===== config.mk =====
export PLATFORM = sky130hd
export DESIGN_NAME = mem_access_ctrl_flat
export DESIGN_NICKNAME = d
export VERILOG_FILES = /design/src/rtl/mem_access_ctrl_if.sv /design/src/rtl/mem_access_ctrl.sv /design/src/flat_wrapper.sv
export SDC_FILE = /design/constraint.sdc
export NUM_CORES = 1
export LEC_CHECK = 0
export ABC_AREA = 1
export BUFFER_PORTS_ARGS = -buffer_cell sky130_fd_sc_hd__buf_2
export CAP_MARGIN = 20
export CORE_MARGIN = 2
export CORE_UTILIZATION = 48
export CTS_BUF_LIST = sky130_fd_sc_hd__clkbuf_8
export CTS_CLUSTER_SIZE = 30
export DETAILED_ROUTE_END_ITERATION = 6
export PLACE_DENSITY = 0.8
export SKIP_CTS_REPAIR_TIMING = 1
export SLEW_MARGIN = 25
export SYNTH_ARGS = -nofsm -noshare
export SYNTH_HDL_FRONTEND = slang
export SYNTH_SLANG_ARGS = --single-unit

===== constraint.sdc =====
create_clock -name clk -period 1.3 [get_ports clk]
set_input_delay 0.39 -clock clk [delete_from_list [all_inputs] [get_ports clk]]
set_output_delay 0.39 -clock clk [all_outputs]
set_load 0.005 [all_outputs]

===== src/rtl/mem_access_ctrl_if.sv =====
// CPU-side request/response and memory-side handshake signals of the load/store sequencer.
// slave = sequencer view, master = pipeline/memory environment view.
interface mem_access_ctrl_if #(
  parameter int ADDR_W = 10
);
  logic              req;
  logic              we;
  logic [31:0]       addr;
  logic [31:0]       wdata;
  logic [1:0]        dsize;
  logic              zext;
  logic              busy;
  logic              done;
  logic [31:0]       rdata;
  logic              addr_err;
  logic              bus_err;
  logic              mem_en;
  logic              mem_we;
  logic [ADDR_W-1:0] mem_addr;
  logic [31:0]       mem_wdata;
  logic [31:0]       mem_rdata;
  logic              mem_rdy;

  modport slave (
    input  req, we, addr, wdata, dsize, zext, mem_rdata, mem_rdy,
    output busy, done, rdata, addr_err, bus_err, mem_en, mem_we, mem_addr, mem_wdata
  );

  modport master (
    output req, we, addr, wdata, dsize, zext, mem_rdata, mem_rdy,
    input  busy, done, rdata, addr_err, bus_err, mem_en, mem_we, mem_addr, mem_wdata
  );
endinterface


===== src/rtl/mem_access_ctrl.sv =====
// Load/store sequencer for a word-wide memory without byte enables (sub-word stores use RMW).
// Optional MEM_TIMEOUT_EN: per-phase wait-state limit that aborts the access with bus_err.
module mem_access_ctrl #(
  parameter int ADDR_W         = 10,
  parameter int TIMEOUT_CYCLES = 16
) (
  input  logic             clk,
  input  logic             rst,
  mem_access_ctrl_if.slave bus
);
  typedef enum logic [2:0] {S_IDLE, S_RD, S_WR, S_ERR, S_DONE} state_t;

  state_t            state, state_nx;
  logic              we_q, zext_q, berr_q;
  logic [1:0]        dsize_q, off_q;
  logic [ADDR_W-1:0] waddr_q;
  logic [15:0]       wdata_q;
  logic [31:0]       merged_q, rdata_q;
  logic              misalign, timeout;

  // Big-endian lanes: offset 0 is bits 31:24.
  function automatic logic [31:0] lane_load(input logic [31:0] w, input logic [1:0] dsz,
                                            input logic [1:0] off, input logic zx);
    logic [15:0] h;
    logic [7:0]  b;
    h = off[1] ? w[15:0] : w[31:16];
    case (off)
      2'd0:    b = w[31:24];
      2'd1:    b = w[23:16];
      2'd2:    b = w[15:8];
      default: b = w[7:0];
    endcase
    if (dsz == 2'd1) return {{16{h[15] & ~zx}}, h};
    if (dsz == 2'd2) return {{24{b[7] & ~zx}}, b};
    return w;
  endfunction

  function automatic logic [31:0] lane_merge(input logic [31:0] w, input logic [15:0] d,
                                             input logic [1:0] dsz, input logic [1:0] off);
    logic [31:0] r;
    r = w;
    if (dsz == 2'd1) begin
      if (off[1]) r[15:0] = d;
      else        r[31:16] = d;
    end else begin
      case (off)
        2'd0:    r[31:24] = d[7:0];
        2'd1:    r[23:16] = d[7:0];
        2'd2:    r[15:8]  = d[7:0];
        default: r[7:0]   = d[7:0];
      endcase
    end
    return r;
  endfunction

  assign misalign = (bus.dsize == 2'd3) ||
                    (bus.dsize == 2'd1 && bus.addr[0]) ||
                    (bus.dsize == 2'd0 && bus.addr[1:0] != 2'd0);

`ifdef MEM_TIMEOUT_EN
  localparam int CNT_W = $clog2(TIMEOUT_CYCLES) + 1;
  logic [CNT_W-1:0] cnt;

  // Counter restarts on every state change, so each RD/WR phase gets its own budget.
  always_ff @(posedge clk) begin
    if (rst || state != state_nx)                                 cnt <= '0;
    else if (!bus.mem_rdy && (state == S_RD || state == S_WR))    cnt <= cnt + 1'b1;
  end

  assign timeout = (state == S_RD || state == S_WR) && !bus.mem_rdy &&
                   cnt == CNT_W'(TIMEOUT_CYCLES - 1);
`else
  assign timeout = 1'b0;
`endif

  always_ff @(posedge clk) begin
    if (rst) state <= S_IDLE;
    else     state <= state_nx;
  end

  always_comb begin
    state_nx = state;
    case (state)
      S_IDLE: if (bus.req) begin
        if (misalign)                          state_nx = S_ERR;
        else if (bus.we && bus.dsize == 2'd0)  state_nx = S_WR;
        else                                   state_nx = S_RD;
      end
      S_RD:   if (bus.mem_rdy)                 state_nx = we_q ? S_WR : S_DONE;
              else if (timeout)                state_nx = S_DONE;
      S_WR:   if (bus.mem_rdy || timeout)      state_nx = S_DONE;
      S_ERR:                                   state_nx = S_IDLE;
      S_DONE:                                  state_nx = S_IDLE;
      default:                                 state_nx = S_IDLE;
    endcase
  end

  always_ff @(posedge clk) begin
    if (rst) begin
      we_q     <= 1'b0;
      zext_q   <= 1'b0;
      berr_q   <= 1'b0;
      dsize_q  <= '0;
      off_q    <= '0;
      waddr_q  <= '0;
      wdata_q  <= '0;
      merged_q <= '0;
      rdata_q  <= '0;
    end else begin
      case (state)
        S_IDLE: if (bus.req) begin
          we_q     <= bus.we;
          zext_q   <= bus.zext;
          dsize_q  <= bus.dsize;
          off_q    <= bus.addr[1:0];
          waddr_q  <= bus.addr[ADDR_W+1:2];
          wdata_q  <= bus.wdata[15:0];
          merged_q <= bus.wdata;
          berr_q   <= 1'b0;
        end
        S_RD: if (bus.mem_rdy) begin
          if (we_q) merged_q <= lane_merge(bus.mem_rdata, wdata_q, dsize_q, off_q);
          else      rdata_q  <= lane_load(bus.mem_rdata, dsize_q, off_q, zext_q);
        end else if (timeout) begin
          berr_q <= 1'b1;
        end
        S_WR: if (!bus.mem_rdy && timeout) berr_q <= 1'b1;
        default: ;
      endcase
    end
  end

  assign bus.busy      = (state != S_IDLE);
  assign bus.done      = (state == S_DONE) || (state == S_ERR);
  assign bus.addr_err  = (state == S_ERR);
  assign bus.bus_err   = (state == S_DONE) && berr_q;
  assign bus.mem_en    = (state == S_RD) || (state == S_WR);
  assign bus.mem_we    = (state == S_WR);
  assign bus.mem_addr  = waddr_q;
  assign bus.mem_wdata = merged_q;
  assign bus.rdata     = rdata_q;
endmodule


===== src/flat_wrapper.sv =====
// flat-port wrapper written by rule: the top's interface ports become plain ports
module mem_access_ctrl_flat 
#(
  parameter int ADDR_W         = 10,
  parameter int TIMEOUT_CYCLES = 16
)
  (clk, rst, bus_req, bus_we, bus_addr, bus_wdata, bus_dsize, bus_zext, bus_mem_rdata, bus_mem_rdy, bus_busy, bus_done, bus_rdata, bus_addr_err, bus_bus_err, bus_mem_en, bus_mem_we, bus_mem_addr, bus_mem_wdata);
  mem_access_ctrl_if #(.ADDR_W(ADDR_W)) bus_i ();
  input  logic clk;
  input  logic rst;
  input wire logic [$bits(bus_i.req)-1:0] bus_req;
  input wire logic [$bits(bus_i.we)-1:0] bus_we;
  input wire logic [$bits(bus_i.addr)-1:0] bus_addr;
  input wire logic [$bits(bus_i.wdata)-1:0] bus_wdata;
  input wire logic [$bits(bus_i.dsize)-1:0] bus_dsize;
  input wire logic [$bits(bus_i.zext)-1:0] bus_zext;
  input wire logic [$bits(bus_i.mem_rdata)-1:0] bus_mem_rdata;
  input wire logic [$bits(bus_i.mem_rdy)-1:0] bus_mem_rdy;
  output wire logic [$bits(bus_i.busy)-1:0] bus_busy;
  output wire logic [$bits(bus_i.done)-1:0] bus_done;
  output wire logic [$bits(bus_i.rdata)-1:0] bus_rdata;
  output wire logic [$bits(bus_i.addr_err)-1:0] bus_addr_err;
  output wire logic [$bits(bus_i.bus_err)-1:0] bus_bus_err;
  output wire logic [$bits(bus_i.mem_en)-1:0] bus_mem_en;
  output wire logic [$bits(bus_i.mem_we)-1:0] bus_mem_we;
  output wire logic [$bits(bus_i.mem_addr)-1:0] bus_mem_addr;
  output wire logic [$bits(bus_i.mem_wdata)-1:0] bus_mem_wdata;
  assign bus_i.req = bus_req;
  assign bus_i.we = bus_we;
  assign bus_i.addr = bus_addr;
  assign bus_i.wdata = bus_wdata;
  assign bus_i.dsize = bus_dsize;
  assign bus_i.zext = bus_zext;
  assign bus_i.mem_rdata = bus_mem_rdata;
  assign bus_i.mem_rdy = bus_mem_rdy;
  assign bus_busy = bus_i.busy;
  assign bus_done = bus_i.done;
  assign bus_rdata = bus_i.rdata;
  assign bus_addr_err = bus_i.addr_err;
  assign bus_bus_err = bus_i.bus_err;
  assign bus_mem_en = bus_i.mem_en;
  assign bus_mem_we = bus_i.mem_we;
  assign bus_mem_addr = bus_i.mem_addr;
  assign bus_mem_wdata = bus_i.mem_wdata;
  mem_access_ctrl #(.ADDR_W(ADDR_W), .TIMEOUT_CYCLES(TIMEOUT_CYCLES)) u_core (.clk(clk), .rst(rst), .bus(bus_i));
endmodule

==> results.yml <==
global_routing:
  grt_pass1_vias: 6461
  grt_first_pass_wirelength_microns: 31700
  met3_usage: 0.0538
  antenna_found_initial: 0
  track_usage: 0.302
  grt.overflow.total: 0
  grt_util_met1: 0.396
  grt_util_met2: 0.494
  busiest_layer: "met2"
  grt_max_degree: 54
outcome:
  violations: "negative setup slack"
  status: "complete, but fails checks"
logic_synthesis:
  ys_seq_elements: 99
  synth-simple-area-share: 0.328
  synth_cell_types: 29
  synth_top_family_by_area: "simple AND/OR/NAND/NOR gates"
  yosysSeqAreaShare: 0.336
  synthCells: 986
  yosysWarnings: 0
  synth_edf_count: 0
  synth_area_sq_um: 5900
  async_flop_share: 0
  synth_compound_area_frac: 0.223
  synth.net_count: 1090
  synth_ff_type: "dfxtp_1"
  avgSynthCellArea_sq_um: 5.98
  synth-adder-area-share: 0
  synthMuxAreaShare: 0
  synth_xor_area_frac: 0
detailed_routing:
  vias: 7102
  drt-initial-drc-count: 694
  avgViaCountPerCell: 5.36
  drc: 0
  wire_per_inst_microns: 15.1
  drt-total-wl_microns: 20000
  antenna_left: 0
  dr.pass1.iters: 5
sta:
  fin_crit_ns: 1.60
  maxSlewViolCount: 0
  rsz0062_at_grt: "true"
  finalHoldViolations: 0
  setup_violations: 85
  setup_slack_ns: -0.296
  finalCritPeriodShare: 1.23
  skew_ns: 0.0113
  whs_ns: 0.208
  fmax_mhz: 626
floorplan:
  core_area_sq_um: 12000
  ioPinCount: 184
  rows: 40
  die_area_sq_um: 13200
  die_h_microns: 115
  die_w_microns: 115
  initial_core_util: 0.491
cts:
  cts.sinks: 99
  htreeDepth: 3
  clockBufferDepth: 2
  clk_pin_slew_worst_paths_ns: 0.10
  numCtsBuffers: 9
  root_buffer: "clkbuf_8"
  clk_latency_ns: 0.38
  cts_tree: "done"
worst_setup_path:
  critPathArrivalTime_ns: 1.21
  crit_path_start_kind: "register"
  ff2ff_path_depth: 12
  critical_path.max_fanout: 3
  cpMaxStageDelayCell: "dfxtp_4"
  critPathMaxStageDelay_ns: 0.40
  required_ns: 0.91
  cp_cell_sequence: "buf_6, nand2_4, o2bb2ai_2, buf_2"
  critPathKind: "reg2out"
  cp-end-kind: "output port"
power:
  p_int_mw: 6.65
  combinationalPowerShare: 0.484
  vdd_drop_max_uv: 963
  power.switching_mw: 4.58
  power.density_nw_per_um2: 1470
  swShare: 0.408
  p_seq_frac: 0.353
  power.leakage_nw: 4.02
  clockPowerShare: 0.163
placed_design:
  port_buffers: 162
  dp_hpwl_microns: 14600
  gp_congestion: 0.957
  numPlacedInstances: 1305
min_path:
  whs_path_depth: 2
  hold_path.class: "in2reg"
job:
  drv_cap: 0
final_layout:
  final_cells: 1324
  fillers: 1190
  nNetsFinal: 1276
  area_growth_pct: 29.9
  drive_gt1_frac: 0.250
  diodes: 0
-- logic make-up after synthesis --
group,after synthesis
flip-flops,99
buffers and inverters,152
other,1
AND/OR/NAND/NOR,483
AO/OA/AOI/OAI,251
-- synthesized netlist by cell type (5+ instances only) --
cell type  count  area share
nand2_1      256        0.16
nor2_1       150       0.095
o21ai_0      129        0.11
dfxtp_1       99        0.34
a21oi_1       96       0.081
inv_1         75       0.048
nand3_1       45       0.038
buf_2         29       0.025
clkbuf_1      28       0.018
nor3_1        22       0.019
o211ai_1      14       0.018
buf_4          8       0.010
inv_2          7      0.0045
a211oi_1       5      0.0064
-- cell usage in the layout, fill, tap and decap left out, drive strengths merged --
cell      count
nand2       260
buf         243
nor2        153
o21ai       131
dfxtp        99
a21oi        96
inv          84
nand3        46
nor3         22
o211ai       14
clkbuf       12
a211oi        5
o22ai         3
clkinv        3
nand4         2
o2bb2ai       1
a22oi         1
conb          1
clkinvlp      1
-- registers in the layout, summed over array words and instances, names as in the netlist --
signal / flops
u_core.bus.mem_addr: 10
u_core.bus.rdata: 32
u_core.bus.mem_wdata: 32
u_core.state: 3
u_core.zext_q: 1
u_core.we_q: 1
u_core.off_q: 2
u_core.wdata_q: 16
u_core.dsize_q: 2
-- worst max-delay path, delay by kind of cell (launching register included) --
family,cells,cell delay (ns)
simple gates,1,0.05
compound gates,1,0.13
flops,1,0.40
buf+inv,2,0.24
-- power groups by stage --
stage          Sequential [mW]  Combinational [mW]  Clock (mW)
6_report                  3.96                5.44        1.83
4_1_cts                   3.94                5.09        1.86
3_5_place_dp              4.00                5.06           0
3_3_place_gp              3.98                4.98           0
5_1_grt                   4.02                6.09        1.97
2_1_floorplan             4.00                3.09           0
-- final cells by class --
cell class | instances | area (sq um) | share of cell area
clock buffers | 10 | 138 | 0.0180
multi-input cells | 735 | 3330 | 0.435
repair buffers | 245 | 1680 | 0.219
clock inverters | 6 | 33.8 | 0.00441
inverters | 82 | 310 | 0.0405
well taps | 147 | 184 | 0.0240
flip-flops and latches | 99 | 1990 | 0.260
-- worst paths after layout --
check,from,end,slack [ns]
setup / recovery,u_core.state[0]$_SDFFE_PP0P_,bus_done,-0.30
setup reg to reg,u_core.state[0]$_SDFFE_PP0P_,u_core.bus.mem_wdata[9]$_SDFFE_PP0P_,-0.21
hold reg to reg,u_core.we_q$_SDFFE_PP0P_,u_core.we_q$_SDFFE_PP0P_,0.51
hold / removal,rst,u_core.state[0]$_SDFFE_PP0P_,0.21
-- metal layers --
metal  vias to the layer above  share of wire
met4                         0          0.025
met5                         -              0
li1                       3557              -
met2                       295           0.47
met3                        34          0.078
met1                      3216           0.42
-- through the flow --
stage / area [sq um] / TNS (ns) / power (mW) / worst slack (ns) / utilization
after floorplan: 5910 / 0 / 7.09 / 0.0107 / -
after global placement: 7330 / -4.79 / 8.96 / -0.130 / 0.610
after detailed placement: 7330 / -6.93 / 9.06 / -0.132 / 0.610
after CTS: 7500 / -10.91 / 10.9 / -0.427 / 0.624
after global routing: 7660 / -21.57 / 12.1 / -0.348 / 0.638
final: 7660 / -10.74 / 11.2 / -0.296 / 0.638
Note: power is estimated with default switching activity, not from simulation.
